## src/rtl/fall_tick_gen.sv

```systemverilog
`default_nettype none
// ============================================================================
//  Module   : fall_tick_gen
//  Purpose  : Gravity tick generator. Maps the current level to a fall period
//             in clock cycles and runs a free-running counter that emits a
//             one-cycle drop pulse every period. Supports pause, restart and
//             level changes in the middle of a count.
//  Options  : FALL_TICK_SOFTDROP_EN - when defined, adds the soft_drop input,
//             which divides the period by 2**SOFT_SHIFT while running.
//  Revision : 1.0 - initial release
// ============================================================================
module fall_tick_gen #(
  parameter int LVL_W       = 4,
  parameter int CNT_W       = 32,
  parameter int BASE_PERIOD = 11000000,
  parameter int STEP        = 400000,
  parameter int MIN_PERIOD  = 2000000,
  parameter int MAX_LVL     = 14,
  parameter int SOFT_SHIFT  = 3
) (
  input  logic             clk,
  input  logic             rst_n,
  input  logic [LVL_W-1:0] level,
  input  logic             enable,
  input  logic             pause,
  input  logic             restart,
`ifdef FALL_TICK_SOFTDROP_EN
  input  logic             soft_drop,
`endif
  output logic             tick,
  output logic [CNT_W-1:0] period,
  output logic             running
);

  // Product L*STEP gets extra headroom so it can never wrap before the clamp.
  localparam int               c_raw_w   = CNT_W + LVL_W;
  localparam logic [LVL_W-1:0] c_max_lvl = LVL_W'(MAX_LVL);
  localparam logic [c_raw_w-1:0] c_span  = c_raw_w'(BASE_PERIOD - MIN_PERIOD);
  localparam logic [c_raw_w-1:0] c_step  = c_raw_w'(STEP);
  localparam logic [CNT_W-1:0] c_base    = CNT_W'(BASE_PERIOD);
  localparam logic [CNT_W-1:0] c_min     = CNT_W'(MIN_PERIOD);
  localparam logic [CNT_W-1:0] c_one     = CNT_W'(1);

  typedef enum logic [1:0] {
    ST_IDLE   = 2'd0,
    ST_RUN    = 2'd1,
    ST_PAUSED = 2'd2
  } state_t;

  state_t             r_state;
  state_t             w_state_next;

  logic [LVL_W-1:0]   w_lvl;
  logic [c_raw_w-1:0] w_raw;
  logic [CNT_W-1:0]   w_base_next;
  logic [CNT_W-1:0]   w_period_next;
  logic [CNT_W-1:0]   r_period;
  logic [CNT_W-1:0]   r_cnt;
  logic               r_tick;
  logic               w_count_en;
  logic               w_term;

  // Clamp the level and derive the base period; the comparison against the
  // span is done before subtracting so the result can never underflow.
  always_comb begin
    w_lvl       = (level > c_max_lvl) ? c_max_lvl : level;
    w_raw       = c_raw_w'(w_lvl) * c_step;
    w_base_next = (w_raw >= c_span) ? c_min : (c_base - w_raw[CNT_W-1:0]);
  end

`ifdef FALL_TICK_SOFTDROP_EN
  logic             w_soft_active;
  logic [CNT_W-1:0] w_soft_period;

  // Soft drop shortens the period only while actually running; the period is
  // never allowed to reach zero.
  always_comb begin
    w_soft_active = soft_drop && (r_state == ST_RUN);
    w_soft_period = w_base_next >> SOFT_SHIFT;
    if (w_soft_period == '0) begin
      w_soft_period = c_one;
    end
    w_period_next = w_soft_active ? w_soft_period : w_base_next;
  end
`else
  // Without soft drop the effective period is the level-derived period.
  always_comb begin
    w_period_next = w_base_next;
  end
`endif

  // Effective period register; tracks level even while idle or paused.
  always_ff @(posedge clk or negedge rst_n) begin
    if (!rst_n) begin
      r_period <= c_base;
    end else begin
      r_period <= w_period_next;
    end
  end

  // State register.
  always_ff @(posedge clk or negedge rst_n) begin
    if (!rst_n) begin
      r_state <= ST_IDLE;
    end else begin
      r_state <= w_state_next;
    end
  end

  // Next-state logic: dropping enable wins over everything else.
  always_comb begin
    w_state_next = r_state;
    if (!enable) begin
      w_state_next = ST_IDLE;
    end else begin
      case (r_state)
        ST_IDLE:   w_state_next = ST_RUN;
        ST_RUN:    if (pause)  w_state_next = ST_PAUSED;
        ST_PAUSED: if (!pause) w_state_next = ST_RUN;
        default:   w_state_next = ST_IDLE;
      endcase
    end
  end

  // Counting happens only in RUN with no pause request. The terminal test is
  // ">=" so a period that shrinks below the current count fires immediately
  // instead of wrapping the counter.
  always_comb begin
    w_count_en = (r_state == ST_RUN) && enable && !pause;
    w_term     = (r_cnt >= (r_period - c_one));
  end

  // Counter and registered tick; restart and disable clear the count and
  // suppress any tick that would otherwise have fired this cycle.
  always_ff @(posedge clk or negedge rst_n) begin
    if (!rst_n) begin
      r_cnt  <= '0;
      r_tick <= 1'b0;
    end else if (restart || !enable) begin
      r_cnt  <= '0;
      r_tick <= 1'b0;
    end else if (w_count_en) begin
      if (w_term) begin
        r_cnt  <= '0;
        r_tick <= 1'b1;
      end else begin
        r_cnt  <= r_cnt + c_one;
        r_tick <= 1'b0;
      end
    end else begin
      r_tick <= 1'b0;
    end
  end

  assign tick    = r_tick;
  assign period  = r_period;
  assign running = (r_state == ST_RUN);

endmodule
`default_nettype wire

```

## config.mk

```make
export PLATFORM = sky130hd
export DESIGN_NAME = fall_tick_gen
export DESIGN_NICKNAME = d
export VERILOG_FILES = /design/src/rtl/fall_tick_gen.sv
export SDC_FILE = /design/constraint.sdc
export NUM_CORES = 1
export LEC_CHECK = 0
export BUFFER_PORTS_ARGS = -buffer_cell sky130_fd_sc_hd__buf_2
export CAP_MARGIN = 25
export CORE_MARGIN = 4
export CORE_UTILIZATION = 65
export CTS_BUF_LIST = sky130_fd_sc_hd__clkbuf_4
export DETAILED_ROUTE_END_ITERATION = 12
export GPL_ROUTABILITY_DRIVEN = 0
export PLACE_DENSITY_LB_ADDON = 0.12
export REMOVE_ABC_BUFFERS = 1
export SLEW_MARGIN = 20
export SYNTH_ARGS = -nofsm -noshare
export SYNTH_HDL_FRONTEND = slang
export SYNTH_SLANG_ARGS = --single-unit
```

## constraint.sdc

```tcl
create_clock -name clk -period 7.25 [get_ports clk]
set_clock_uncertainty 0.05 [all_clocks]
set_input_delay 1.45 -clock clk [delete_from_list [all_inputs] [get_ports clk]]
set_output_delay 1.45 -clock clk [all_outputs]
set_load 0.02 [all_outputs]
```

==> metrics.yaml, run 1 <==
timing:
  tightest_slew_ns: 0.707
  rsz0062_at_grt: "false"
  finalMaxSlewViolations: 0
  setup_viol: 0
  timing.final.crit_share_pct: 59.2
  slew_headroom_pct: 52.8
  fmax_mhz: 233
  min_period_ns: 4.29
  finalHoldViolCount: 0
  setup_tns_ns: 0
worst_setup_path:
  critPathArrivalTime_ns: 4.52
  critical_path.slowest_cell: "nor4b_1"
  path_cells: "buf_2 > nand3_1 > nand2_1 > inv_1 > ha_1 > ha_1 > a211oi_2 > o21ai_1 > nor4b_1 > a211oi_2 > a31o_1 > mux2_4"
  cp.depth: 12
  cp_data_required_time_ns: 7.47
  reg2regPathDepth: 8
  crit_type: "primary input to flop"
  worst-path-buf-inv: 2
  cp-start-kind: "primary input"
  r2r-start: "period[23]$_DFF_PN1_"
  cp-end-kind: "flop"
  crit_family: "compound AO/OA/AOI/OAI gates"
  crit_fanout: 8
  cpPeakStageDelay_ns: 0.40
  critPathLaunch: "level[1]"
cts:
  tritoncts: "done"
  path_clk_slew_ns: 0.15
  clk_latency_ns: 0.37
  numCtsBuffers: 5
  cts_resized: 0
  cts-root-buf: "clkbuf_4"
  htree_levels: 2
  clk_path_buf_depth: 2
  cts_sinks: 52
  cts_post_setup_buffers_inserted: 0
  ctsHoldBuffers: 0
placement:
  placed_cells: 491
  io_buffers: 27
  dp_hpwl_um: 6000
detailed_routing:
  via_per_inst: 6.20
  dr.pass1.iters: 6
  wl_met2_um: 4100
  via_count: 3096
  wl_met3_um: 328
  route.detailed.drc: 0
  wl_met1_um: 3400
  totalWireLength_um: 7990
  drt-wirelength-per-cell_um: 16.0
  ant_nets: 0
  routed.top_layer: "met4"
  drtIter0Drc: 214
die:
  die_y_um: 84.3
  io_pins: 43
  die_area_um2: 7110
  dieWidth_um: 84.3
  rows: 27
  start_util_pct: 67.9
  core_area_um2: 5570
logic_synthesis:
  synth_top_cell_by_area: "dfrtp_1"
  syn_inst: 407
  synth-async-reset-ratio_pct: 100
  synth_most_common_cell: "dfrtp_1"
  synth_commonest_cells: "dfrtp_1 (42), ha_1 (35), inv_1 (30)"
  netlist_area_um2: 3780
  synth-seq-area-share_pct: 34.7
  synth-compound-area-share_pct: 18.0
  synth_top_family_by_area: "simple AND/OR/NAND/NOR gates"
  synth-simple-area-share_pct: 23.2
  synth_ff_type: "dfrtp_1"
  post_synth_num_cell_types: 65
  synthTopCellsByArea: "dfrtp_1 (28%), ha_1 (12%), dfstp_2 (6.9%)"
  yosys_warnings: 0
  synth_xor_xnor_area_share_pct: 3.01
  ys_seq_elements: 52
  syn_avg_cell_area_um2: 9.30
  synth_edf_count: 0
  synth-adder-area-share_pct: 12.1
  synth_top_area_share_pct: 27.8
  synthMuxAreaShare_pct: 0.926
layout:
  drive_above_1_share_pct: 14.8
  fin_nets: 471
  diodes: 0
  final_cells: 499
  syn2layout_area_growth_pct: 5.19
power:
  powerDensity_nw_per_um2: 191
  power.leakage_uw: 0.00203
  vdd_drop_max_mv: 0.128
status:
  status: "finished clean"
hold_path:
  min_path_cells: 1
  hp-start: "r_cnt[28]$_DFFE_PN0P_"
  hold_class: "flop to flop"
global_routing:
  grt_max_degree: 53
  grt_pass1_wl_um: 14000
  grt_pass1_vias: 3030
  grt.total_usage_pct: 23.6
  antenna_found_initial: 0
  globalRouteOverflowTotal: 0
run:
  max-cap-violations: 0
## worst register-to-register path, cell delays in order, from the launching register on
cell and delay, ns:
dfstp_2 0.55, inv_1 0.05, ha_1 0.19, nor4_1 0.32, nand3_1 0.13, a21oi_1 0.26, nand3_2 0.60, nor2_2 0.55
a221o_1 0.23
## final timing paths
kind,to,slack [ns]
min reg2reg,r_cnt[28]$_DFFE_PN0P_,0.46
min,r_cnt[28]$_DFFE_PN0P_,0.46
min in group asynchronous,r_cnt[4]$_DFFE_PN0P_,1.10
max,period[22]$_DFF_PN0_,2.96
max reg2reg,r_cnt[3]$_DFFE_PN0P_,4.28
max in group asynchronous,r_cnt[27]$_DFFE_PN0P_,5.59
## through the flow
step,utilization (%),total power [uW],worst slack [ns],hold slack [ns],area (um^2)
detailed placement,70.0,599,2.63,0.423,3900
global route,71.4,804,2.75,0.488,3980
CTS,71.4,765,3.04,0.462,3980
global placement,70.0,590,2.82,0.420,3900
finish,71.4,759,2.96,0.461,3980
floorplan,-,525,3.23,0.404,3650
## cell families (layout without fill, tap and decap cells)
group / count (synthesis) / count (layout)
xor gates and xnor gates: 13 / 13
muxes: 3 / 3
and+or+nand+nor: 151 / 151
other: 2 / 15
AOI/OAI and AO/OA: 89 / 89
adders and majority gates: 36 / 36
DFF: 52 / 52
buffers and inverters: 61 / 68
## power by group
part | internal (uW) | switching (uW)
Sequential | 328 | 15.5
Combinational | 89.9 | 158
Clock | 76.2 | 91.6
Total | 494 | 265
## cell usage in the layout, fill, tap and decap left out, types with 3 or more instances in the layout
master / instances
a21o_1: 16
conb_1: 15
nand4_1: 9
nor3_1: 10
dfstp_2: 10
o21a_1: 3
buf_2: 27
and2_1: 11
nand3_1: 18
a221o_1: 3
ha_1: 35
a22o_1: 4
nor4_1: 8
nor2b_1: 6
xnor2_1: 7
a211o_1: 5
dfrtp_1: 42
nand2b_1: 3
xor2_1: 6
or3_1: 5
nor2_1: 22
nand2_1: 25
clkbuf_4: 6
a21oi_1: 13
buf_4: 3
and3_1: 5
nor4b_1: 10
o31ai_1: 14
o21ai_0: 10
inv_1: 30
## sequential cells by signal, indices dropped and copies added, names as in the netlist
name / count
period: 17
r_cnt: 32
r_state: 2
tick: 1
## routing by layer
metal  vias up  track usage, %
met5         -               0
met4         0            7.31
met3        14            2.75
met2        88            43.0
met1      1492            28.9
li1       1502               -
## cell type report
type                            instances  area [um^2]
Clock inverter                          2         35.0
Clock buffer                            6         45.0
Fill cell                             458         1590
Sequential cell                        52         1310
Multi-Input combinational cell        307         2230
Inverter                               30          113
Timing Repair Buffer                   30          158
Tap cell                               72         90.1
Power figures use the tool's default switching activity.
==> run 2, diff against run 1 <==
ABC_AREA = 1   (was default)
CORE_UTILIZATION = 55   (was 65)
clock period = 3.7 ns   (was 7.25 ns; I/O delays follow)
==> metrics.yaml, run 2 <==
layout:
  design_area_um2: 4130  # +3.9%
  drive_above_1_share_pct: 19.0  # +4.2 points
  regMostFlops: "r_cnt"
  fin_nets: 571  # +21%
  final_cells: 623  # +25%
  post-route-util_pct: 60.2  # -11 points
  largest_reg_flops: 32  # unchanged
  most-common-layout-cells: "nand2_1 (107), inv_1 (85), dfrtp_1 (42), nor2_1 (36), ha_1 (35)"
  diodes: 0  # unchanged
  final_common_cell: "nand2_1"
  syn2layout_area_growth_pct: 5.26  # about the same
worst_setup_path:
  cp-start-kind: "primary input"
  ff2ff_setup_slack_ns: 1.14  # -3.14 ns
  crit_type: "primary input to flop"
  critPathArrivalTime_ns: 3.18  # -1.34 ns
  cp_data_required_time_ns: 3.93  # -3.54 ns
  cp-end-kind: "flop"
  crit_fanout: 5  # -3
detailed_routing:
  dr.pass1.iters: 4  # -2
  ant_nets: 0  # unchanged
  drtIter0Drc: 109  # -49%
  route.detailed.drc: 0  # unchanged
  via_count: 3105  # +0.29%
  totalWireLength_um: 7760  # -2.8%
  drt-wirelength-per-cell_um: 12.5  # -22%
  via_per_inst: 4.98  # -20%
timing:
  fmax_mhz: 339
  finalHoldViolCount: 0  # unchanged
  min_period_ns: 2.95
  finalMaxSlewViolations: 0  # unchanged
  setup_tns_ns: 0  # unchanged
  tightest_slew_ns: 0.728  # +0.0212 ns
  setup_viol: 0  # unchanged
  timing.final.crit_share_pct: 79.8
  rsz0062_at_grt: "false"
  slew_headroom_pct: 51.4  # -1.4 points
run:
  max-cap-violations: 0  # unchanged
placement:
  placed_cells: 615  # +25%
  io_buffers: 27  # unchanged
  place_area_um2: 4070  # +4.4%
  dp_hpwl_um: 6350  # +5.9%
global_routing:
  grt_max_degree: 28  # -47%
  grt.total_usage_pct: 19.6  # -4.0 points
  globalRouteOverflowTotal: 0  # unchanged
  grt_pass1_vias: 2982  # -1.6%
  antenna_found_initial: 0  # unchanged
  grt_pass1_wl_um: 13600  # -2.6%
die:
  io_pins: 43  # unchanged
  dieWidth_um: 92.5  # +9.7%
  core_area_um2: 6870  # +23%
  start_util_pct: 57.2  # -11 points
  die_y_um: 92.5  # +9.7%
  die_area_um2: 8560  # +20%
  rows: 30  # +11%
power:
  finalPower_uw: 1460  # +92%
  powerDensity_nw_per_um2: 353  # +85%
  vdd_drop_max_mv: 0.141  # +9.8%
  power.leakage_uw: 0.00209  # +3.0%
logic_synthesis:
  yosys_warnings: 0  # unchanged
  post_synth_num_cell_types: 38  # -42%
  synth_top_area_share_pct: 26.8  # -1.0 points
  syn_inst: 501  # +23%
  synth_ff_type: "dfrtp_1"
  synth_most_common_cell: "nand2_1"
  netlist_area_um2: 3930  # +3.8%
  synthTopCellsByArea: "dfrtp_1 (27%), ha_1 (11%), nand2_1 (10%)"
  syn_avg_cell_area_um2: 7.84  # -16%
  synth-seq-area-share_pct: 33.5  # -1.3 points
  synth_edf_count: 0  # unchanged
  synth_commonest_cells: "nand2_1 (107), inv_1 (85), dfrtp_1 (42)"
  synth_top_cell_by_area: "dfrtp_1"
  synth-async-reset-ratio_pct: 100  # unchanged
  ys_seq_elements: 52  # unchanged
cts:
  cts_resized: 0  # unchanged
  htree_levels: 2  # unchanged
  ctsHoldBuffers: 0  # unchanged
  path_clk_slew_ns: 0.16  # about the same
  clk_latency_ns: 0.37  # about the same
  cts_post_setup_buffers_inserted: 0  # unchanged
  cts_sinks: 52  # unchanged
  numCtsBuffers: 5  # unchanged
  clk_path_buf_depth: 2  # unchanged
  tritoncts: "done"
  cts-root-buf: "clkbuf_4"
hold_path:
  hold_class: "primary input to async pin"
status:
  status: "finished clean"
-- run 2: area by class of cell --
cell class,count,area [um^2]
Tap cell,96,120
Inverter,86,323
Sequential cell,52,1310
Fill cell,638,2740
Clock buffer,5,37.5
Clock inverter,3,23.8
Multi-Input combinational cell,352,2170
Timing Repair Buffer,29,150
-- run 2: worst paths after layout --
path | from | cells past startpoint | to
setup / recovery | level[1] | 19 | period[22]$_DFF_PN0_
setup reg to reg | period[15]$_DFF_PN1_ | 9 | r_cnt[3]$_DFFE_PN0P_
max in group asynchronous | rst_n | 2 | period[23]$_DFF_PN1_
hold / removal | rst_n | 1 | r_cnt[16]$_DFFE_PN0P_
min in group clk | r_cnt[31]$_DFFE_PN0P_ | 2 | r_cnt[31]$_DFFE_PN0P_
hold reg to reg | r_cnt[31]$_DFFE_PN0P_ | 2 | r_cnt[31]$_DFFE_PN0P_
-- run 2: cells by family after synthesis --
logic type | Yosys count | synth area share (%)
simple gates | 222 | 26.6
buf+inv | 110 | 12.6
flops | 52 | 33.5
compound gates | 50 | 8.60
fa+ha+maj | 36 | 11.7
xor+xnor | 29 | 6.85
other cells | 2 | 0.191
-- run 2: layer usage --
layer,vias to the layer above,track usage [%],routed length [um]
met1,1422,24.1,3370
met4,0,7.18,224
met3,16,2.19,276
li1,1603,-,-
met2,64,35.2,3890
met5,-,0,0
-- run 2: critical path, stage by stage --
cell and delay, ns:
buf_2 0.13, inv_1 0.11, nand2_2 0.08, nand2_1 0.09, inv_1 0.08, fa_1 0.50
inv_1 0.06, ha_1 0.29, inv_1 0.06, a21oi_1 0.19, nand2_1 0.08, nand3_1 0.12
nand2_1 0.11, nor2_4 0.13, nand4_2 0.14, nand2_2 0.11, nand2_1 0.05, nand2_1 0.06
nand2_1 0.04
-- run 2: through the flow --
step	setup slack, ns	hold WS (ns)
2_1_floorplan	0.575	0.394
3_3_place_gp	0.404	0.433
3_5_place_dp	0.331	0.435
4_1_cts	0.744	0.310
5_1_grt	0.483	0.339
6_report	0.749	0.286
-- run 2: power by group --
group	internal, uW	switching, uW	total (uW)
registers	652	36.4	689
clock network	75.2	187	263
logic	173	334	507
total	900	558	1460
==> run 3, diff against run 2 <==
clock period = 2.5 ns   (was 3.7 ns; I/O delays follow)
==> metrics.yaml, run 3 (same netlist as run 2, synthesis figures left out) <==
power:
  vdd_drop_max_mv: 0.266  # +89%
  power.leakage_uw: 0.00230  # +9.6%
  powerDensity_nw_per_um2: 519  # +47%
  finalPower_uw: 2410  # +65%
worst_setup_path:
  reg2regPathDepth: 10  # +1
  crit_type: "primary input to flop"
  crit_fanout: 4  # -1
  cp_data_required_time_ns: 2.74  # -1.19 ns
  r2r_end: "r_cnt[4]$_DFFE_PN0P_"
  critPathArrivalTime_ns: 2.58  # -0.60 ns
  ff2ff_setup_slack_ns: 0.40  # -0.74 ns
  cp-end-kind: "flop"
  cp-start-kind: "primary input"
  r2r-start: "period[15]$_DFF_PN1_"
global_routing:
  grt.total_usage_pct: 20.0  # +0.44 points
  grt_pass1_vias: 3191  # +7.0%
  globalRouteOverflowTotal: 0  # unchanged
  antenna_found_initial: 0  # unchanged
  grt_max_degree: 25  # -11%
  grt_pass1_wl_um: 14000  # +3.1%
cts:
  cts_sinks: 52  # unchanged
  tritoncts: "done"
  clk_path_buf_depth: 2  # unchanged
  htree_levels: 2  # unchanged
  numCtsBuffers: 5  # unchanged
  clk_latency_ns: 0.38  # about the same
  cts-root-buf: "clkbuf_4"
  ctsHoldBuffers: 0  # unchanged
  path_clk_slew_ns: 0.16  # about the same
run:
  max-cap-violations: 0  # unchanged
detailed_routing:
  via_count: 3245  # +4.5%
  drt-wirelength-per-cell_um: 12.4  # -0.22%
  route.detailed.drc: 0  # unchanged
  dr.pass1.iters: 4  # unchanged
  ant_nets: 0  # unchanged
  via_per_inst: 4.89  # -1.8%
  totalWireLength_um: 8240  # +6.2%
  drtIter0Drc: 102  # -6.4%
layout:
  final_common_cell: "nand2_1"
  largest_reg_flops: 32  # unchanged
  ff_latch_area_um2: 1310  # unchanged
  syn2layout_area_growth_pct: 18.1
  drive_above_1_share_pct: 29.5  # +10 points
  multi_input_area_um2: 2340  # +8.1%
  post-route-util_pct: 67.5  # +7.4 points
  most-common-layout-cells: "nand2_1 (102), inv_1 (79), buf_4 (42), dfrtp_1 (42), nor2_1 (35)"
  fin_nets: 611  # +7.0%
  fillers: 573  # -10%
  regMostFlops: "r_cnt"
  diodes: 0  # unchanged
  final_cells: 663  # +6.4%
die:
  core_area_um2: 6870  # unchanged
  start_util_pct: 57.2  # unchanged
  dieWidth_um: 92.5  # unchanged
  io_pins: 43  # unchanged
  die_area_um2: 8560  # unchanged
  die_y_um: 92.5  # unchanged
  rows: 30  # unchanged
timing:
  holdWs_ns: -0.00186  # -0.288 ns
  timing.final.crit_share_pct: 93.6
  rsz0062_at_grt: "false"
  setup_viol: 0  # unchanged
  fmax_mhz: 427
  finalMaxSlewViolations: 0  # unchanged
  min_period_ns: 2.34
  finalHoldViolCount: 7  # +7
hold_path:
  hold_class: "primary input to async pin"
placement:
  dp_hpwl_um: 6570  # +3.5%
  placed_cells: 655  # +6.5%
  io_buffers: 27  # unchanged
status:
  violations: "negative hold slack"
  status: "complete, but fails checks"
[run 3: cell count changes in the layout (fill, tap and decap cells not counted), sizes merged]
cell | before | now
inv | 86 | 88
clkinvlp | 2 | 1
clkinv | 1 | 0
buf | 29 | 69
[run 3: final cells by class]
cell class | count | share of cell area, %
tap | 96 | 2.59
clock inverter | 3 | 0.539
multi-input combinational | 352 | 50.5
inverter | 86 | 6.96
clock buffer | 5 | 0.809
sequential | 52 | 28.3
timing repair buffer | 69 | 10.3
[run 3: critical path, cell delays in order]
cell	delay (ns)
buf_4	0.13
nand2_2	0.06
nand2_2	0.06
nand2_2	0.08
inv_2	0.04
fa_1	0.48
inv_2	0.05
ha_4	0.26
inv_2	0.04
a21oi_2	0.11
nand2_1	0.08
nand3_2	0.09
nand2_2	0.07
nor2_4	0.14
nand4_4	0.10
nand2_2	0.10
nand2_1	0.05
nand2_1	0.07
nand2_1	0.06
[run 3: worst max-delay path by stage]
stage	startpoint	slack [ns]	to
global route	level[2]	0.007	period[22]$_DFF_PN0_
global placement	level[1]	-0.39	period[22]$_DFF_PN0_
finish	level[2]	0.16	period[22]$_DFF_PN0_
CTS	level[1]	0.002	period[21]$_DFF_PN1_
detailed placement	level[1]	-0.50	period[22]$_DFF_PN0_
floorplan	level[1]	-0.39	period[22]$_DFF_PN0_
[run 3: metrics by stage]
step	TNS, ns	hold slack, ns	instance area, um^2	setup WS [ns]
detailed placement	-2.83	0.441	4390	-0.500
global route	0	0.00757	4640	0.00742
floorplan	-1.57	0.154	3800	-0.385
global placement	-2.37	0.432	4390	-0.390
CTS	0	0.00778	4490	0.00163
finish	0	-0.00186	4640	0.160
[run 3: per-layer routing]
| layer | GRT usage, % | vias to the layer above | wire, um |
|---|---|---|---|
| met1 | 23.6 | 1497 | 3450 |
| met3 | 2.52 | 15 | 256 |
| met4 | 5.82 | 0 | 177 |
| met5 | 0 | - | 0 |
| li1 | - | 1679 | - |
| met2 | 37.6 | 54 | 4360 |
[run 3: what timing repair did]
action                                  CTS  global route
hold endpoints to repair                  0             0
pin swaps                                 1            12
endpoints found under the setup margin    2             6
resized for setup                         6            33
setup buffers                             0             0
[run 3: report_power, final]
| group | leakage (uW) | internal (uW) | switching (uW) | total (uW) |
|---|---|---|---|---|
| clock | 0.0000322 | 117 | 290 | 407 |
| combinational | 0.00159 | 419 | 558 | 978 |
| sequential | 0.000674 | 965 | 56.5 | 1020 |
| total | 0.00230 | 1500 | 905 | 2410 |
